## src/rtl/fetch_unit.sv

```systemverilog
`default_nettype none
// ============================================================================
// Module   : fetch_unit
// Purpose  : Instruction-fetch stage of the pipelined MIPS core. Owns the PC,
//            requests instruction words over a req/ready handshake and feeds
//            the IF/ID register with pcplus4_if / instr_if / fetch_valid.
//            A returned word is buffered while the pipeline is stalled. Branch
//            and jump redirects are accepted even with a request outstanding.
// Ports    : clk, rst (sync, active-high)
//            stall                        - IF/ID register holds this cycle
//            redirect_valid, redirect_pc  - taken branch/jump (beats stall)
//            imem_req, imem_addr          - memory request / word address
//            imem_ready, imem_rdata       - memory completion / data
//            pcplus4_if, instr_if         - presented PC+4 and instruction
//            fetch_valid                  - instr_if is real, not a bubble
//            bubble_count                 - bubble-cycle counter
// Options  : FETCH_BUBBLE_CNT_EN - when defined, bubble_count counts unstalled
//            bubble cycles (saturating); otherwise it is tied to zero.
// Revision : 1.0 - initial release
// ============================================================================
module fetch_unit #(
  parameter logic [31:0] RESET_PC  = 32'h0000_0000,
  parameter logic [31:0] NOP_INSTR = 32'h0000_0000
) (
  input  logic        clk,
  input  logic        rst,
  input  logic        stall,
  input  logic        redirect_valid,
  input  logic [31:0] redirect_pc,
  output logic        imem_req,
  output logic [31:0] imem_addr,
  input  logic        imem_ready,
  input  logic [31:0] imem_rdata,
  output logic [31:0] pcplus4_if,
  output logic [31:0] instr_if,
  output logic        fetch_valid,
  output logic [31:0] bubble_count
);

  typedef enum logic [1:0] {
    S_REQ  = 2'd0,  // request outstanding at pc
    S_HOLD = 2'd1,  // word returned during a stall, waiting for release
    S_DROP = 2'd2   // redirected mid-request; finish the old request first
  } state_t;

  state_t      state, state_nxt;
  logic [31:0] pc, pc_nxt;
  logic [31:0] hold_instr, hold_nxt;
  logic [31:0] target, target_nxt;
  logic [31:0] pc_plus4;
  logic [31:0] redirect_aligned;

  assign pc_plus4         = pc + 32'd4;
  assign redirect_aligned = redirect_pc & 32'hFFFF_FFFC;

  always_ff @(posedge clk) begin
    if (rst) begin
      state      <= S_REQ;
      pc         <= RESET_PC;
      hold_instr <= 32'd0;
      target     <= 32'd0;
    end else begin
      state      <= state_nxt;
      pc         <= pc_nxt;
      hold_instr <= hold_nxt;
      target     <= target_nxt;
    end
  end

  always_comb begin
    state_nxt   = state;
    pc_nxt      = pc;
    hold_nxt    = hold_instr;
    target_nxt  = target;
    imem_req    = 1'b0;
    imem_addr   = pc;
    pcplus4_if  = pc_plus4;
    instr_if    = NOP_INSTR;
    fetch_valid = 1'b0;

    if (rst) begin
      // Any outstanding request is simply abandoned.
      pcplus4_if = RESET_PC + 32'd4;
    end else begin
      unique case (state)
        S_REQ: begin
          imem_req = 1'b1;
          if (imem_ready) begin
            if (redirect_valid) begin
              // Wrong-path word: discard and refetch from the target.
              pc_nxt = redirect_aligned;
            end else if (stall) begin
              // IF/ID ignores this cycle; park the word until release.
              hold_nxt    = imem_rdata;
              state_nxt   = S_HOLD;
              instr_if    = imem_rdata;
              fetch_valid = 1'b1;
            end else begin
              instr_if    = imem_rdata;
              fetch_valid = 1'b1;
              pc_nxt      = pc_plus4;
            end
          end else if (redirect_valid) begin
            // The address must stay stable until the memory completes,
            // so remember where to go afterwards.
            target_nxt = redirect_aligned;
            state_nxt  = S_DROP;
          end
        end

        S_HOLD: begin
          if (redirect_valid) begin
            // Held word is on the wrong path; never present it again.
            pc_nxt    = redirect_aligned;
            state_nxt = S_REQ;
          end else begin
            instr_if    = hold_instr;
            fetch_valid = 1'b1;
            if (!stall) begin
              pc_nxt    = pc_plus4;
              state_nxt = S_REQ;
            end
          end
        end

        S_DROP: begin
          imem_req = 1'b1;
          if (redirect_valid) begin
            target_nxt = redirect_aligned;
          end
          if (imem_ready) begin
            pc_nxt    = redirect_valid ? redirect_aligned : target;
            state_nxt = S_REQ;
          end
        end

        default: begin
          state_nxt = S_REQ;
        end
      endcase
    end
  end

`ifdef FETCH_BUBBLE_CNT_EN
  logic [31:0] bubble_cnt;

  always_ff @(posedge clk) begin
    if (rst) begin
      bubble_cnt <= 32'd0;
    end else if (!fetch_valid && !stall && (bubble_cnt != 32'hFFFF_FFFF)) begin
      bubble_cnt <= bubble_cnt + 32'd1;
    end
  end

  assign bubble_count = bubble_cnt;
`else
  assign bubble_count = 32'd0;
`endif

endmodule
`default_nettype wire

```

## config.mk

```make
export PLATFORM = sky130hd
export DESIGN_NAME = fetch_unit
export DESIGN_NICKNAME = d
export VERILOG_FILES = /design/src/rtl/fetch_unit.sv
export SDC_FILE = /design/constraint.sdc
export NUM_CORES = 1
export LEC_CHECK = 0
export ABC_CLOCK_PERIOD_IN_PS = 2100
export CAP_MARGIN = 20
export CORE_MARGIN = 4
export CORE_UTILIZATION = 46
export DETAILED_ROUTE_END_ITERATION = 7
export PLACE_DENSITY = 0.82
export SYNTH_ARGS = -nofsm -noshare
export SYNTH_HDL_FRONTEND = slang
export SYNTH_SLANG_ARGS = --single-unit
```

## constraint.sdc

```tcl
create_clock -name clk -period 2.1 [get_ports clk]
set_input_delay 0.315 -clock clk [delete_from_list [all_inputs] [get_ports clk]]
set_output_delay 0.315 -clock clk [all_outputs]
set_load 0.02 [all_outputs]
```

==> out/metrics.cfg <==
[placement]
globalplace.congestion = 0.907
io_buffers = 164
hpwlAfterDp_mm = 14.1
pre_cts_ws_ps = -339

[clock_network]
insertion_delay_ps = 340
tritoncts.num_buffers = 9
htreeDepth = 3
cts.path.max_buffers = 2
cts.sinks = 98
tritoncts = built
clkTransAtPathRegs_ps = 70
cts_root_buf = clkbuf_16

[synth]
yosysWarnings = 0
syn_inst = 821
synth-xor-area-share = 0.0361
ys.flop_type = dfxtp_1
synthArstFlopShare = 0
synthSimpleGateAreaFrac = 0.286
synth.area.mux_share = 0.0103
synth_edf_count = 0
synthDistinctLibCells = 58
synth_compound_area_frac = 0.228
synth.avg_cell_area_sq_um = 7.08
synth_fa_ha_area_frac = 0.00215
yosysSeqAreaShare = 0.337
synth_top_family_by_area = simple AND/OR/NAND/NOR gates
netlist_area_sq_um = 5820
synth.ff_latch_count = 98

[floorplanning]
dieHeight_um = 120
die_w_um = 120
coreArea_sq_um = 12200
die_area_sq_um = 14500
rows = 40
initial_core_util = 0.476
io_pins = 199

[critical_path]
path_class = flip-flop to primary output
start_kind = flip-flop
crit_fanout = 8
crit_required_ps = 1780
critPathCaptureType = primary output
worst_ep_arrival_time_ps = 2000

[finish]
n_antenna_cell = 0
syn_to_final_growth_pct = 52.8
nNetsFinal = 1133
layout-drive-gt1-share = 0.271
layout_common_cells = nand2_1 (166), buf_4 (135), clkdlybuf4s50_1 (100)
final_common_cell = nand2_1

[sta]
rsz0062_at_grt = true
setup_tns_ps = -3520
final_hold_viol_count = 0
slew_viol_final = 0
fin_ws_ps = -218
max_freq_mhz = 431
setup_viol = 25
maxSlewHeadroom = 0.597
fin_skew_ps = 5.26
fin_crit_sh = 1.10
fin_crit_ps = 2320
tightest_slew_ps = 604

[global_route]
grt_overflow = 0
grt_pass1_wl_mm = 30.9
grt_pass1_vias = 5998
antenna_found_initial = 0
track_usage = 0.261
grt_max_degree = 69

[routing]
drc_errors = 0
drtAntennaViolNets = 0
dr.pass1.iters = 5
drt_iter0_drc = 805
routed_wl_mm = 21.8
post_drt_wl_per_cell_um = 17.6
via_count = 6951
via_per_inst = 5.62

[pwr]
ir_drop_uv = 332
power_density_nw_per_um2 = 534
p_leak_nw = 3.61

[hold_path]
min_path_type = input port to flip-flop

[run_status]
violations = setup timing
status = complete, but fails checks

[run]
drv_cap = 0

## flip-flops by register name, indices dropped and copies added, names as in the netlist
register / flops
hold_instr: 32
imem_addr: 32
state: 2
target: 32
## synth_stat cells (2+ instances only)
cell	n	area [sq um]
nand2_1	170	638
o32ai_1	2	17.5
or3_1	7	43.8
clkbuf_1	57	214
a21oi_1	96	480
nor2b_1	9	56.3
nand2b_1	8	50.1
nor3_1	12	60.1
and4_1	9	78.8
buf_2	14	70.1
nor2_1	77	289
and2_1	3	18.8
mux2i_1	6	60.1
and4_4	2	22.5
a221o_1	4	40.0
xor2_1	11	96.3
nand3b_1	3	22.5
inv_1	3	11.3
a22oi_1	39	293
a221oi_1	2	17.5
nand3_1	15	75.1
o22ai_1	3	18.8
and3_1	4	25.0
nand4_1	12	75.1
o31ai_1	3	22.5
o21a_1	2	15.0
dfxtp_1	98	1960
a211oi_1	4	30.0
xnor2_1	13	114
buf_1	2	7.51
nor4_1	9	56.3
o21ai_0	52	260
nor3b_1	5	37.5
a31oi_1	5	31.3
a211o_1	3	26.3
buf_4	35	263
## metrics by stage
stage                     total power (W)  hold slack (ps)  instances   util  cell area (sq um)
after floorplan                   0.00266              392        852      -               6010
after global placement            0.00315              437       1194  0.678               8280
after detailed placement          0.00317              444       1194  0.678               8280
after CTS                         0.00470              423       1219  0.718               8770
after global routing              0.00490              472       1236  0.728               8880
final                             0.00474              435       1236  0.728               8880
## critical path: stages (launching register included)
cell	delay (ps)
dfxtp_4	370
ha_4	130
and4_4	240
buf_6	140
buf_6	140
buf_6	110
nand2_4	50
xor2_1	160
nor2_1	160
buf_4	170
## final cells by class
class	count	area [sq um]
multi-input combinational	642	3690
fill	949	3330
timing repair buffer	309	2710
sequential	98	1990
clock buffer	10	239
tap	168	210
clock inverter	6	40.0
inverter	3	11.3
## timing repair
item | CTS | global route
setup buffers | 9 | 19
hold buffers | 0 | 0
resized for setup | 267 | 76
endpoints found under the setup margin | 62 | 60
gates cloned | 0 | 2
endpoints found under the hold margin | 0 | 0
pin swaps | 12 | 29
## layer usage
metal	share of wire	up-vias	GRT usage	wire length (um)
met3	0.080	69	0.0295	1750
met2	0.48	383	0.415	10500
met5	0	-	0	0
li1	-	3271	-	-
met1	0.40	3228	0.361	8740
met4	0.035	0	0.110	772
## cells by family (layout without fill, tap and decap cells)
kind of cell / after synthesis / in the layout
adder cells (fa/ha/maj): 1 / 1
buffers and inverters: 112 / 328
AND/OR/NAND/NOR: 355 / 355
XOR/XNOR: 24 / 24
multiplexers: 6 / 6
flip-flops: 98 / 98
AO/OA/AOI/OAI: 224 / 224
other: 1 / 32
## path summary, 6_finish.rpt
kind                                endpoint  cells past startpoint  slack [ps]                 startpoint
setup / recovery               pcplus4_if[8]                      9        -220  imem_addr[3]$_SDFFE_PP0P_
hold / removal         state[1]$_SDFFE_PP0P_                      4         430             redirect_valid
setup reg to reg  imem_addr[25]$_SDFFE_PP0P_                      9        -130  imem_addr[3]$_SDFFE_PP0P_
hold reg to reg      target[15]$_SDFFE_PP0P_                      2         450    target[15]$_SDFFE_PP0P_
## power by group
group          leakage (nW)  internal, W  switching, W
Combinational          2.67     0.000504      0.000666
Clock                 0.139     0.000836      0.000731
Sequential            0.807      0.00195     0.0000578
No activity file was read; power rests on OpenSTA's default activity.
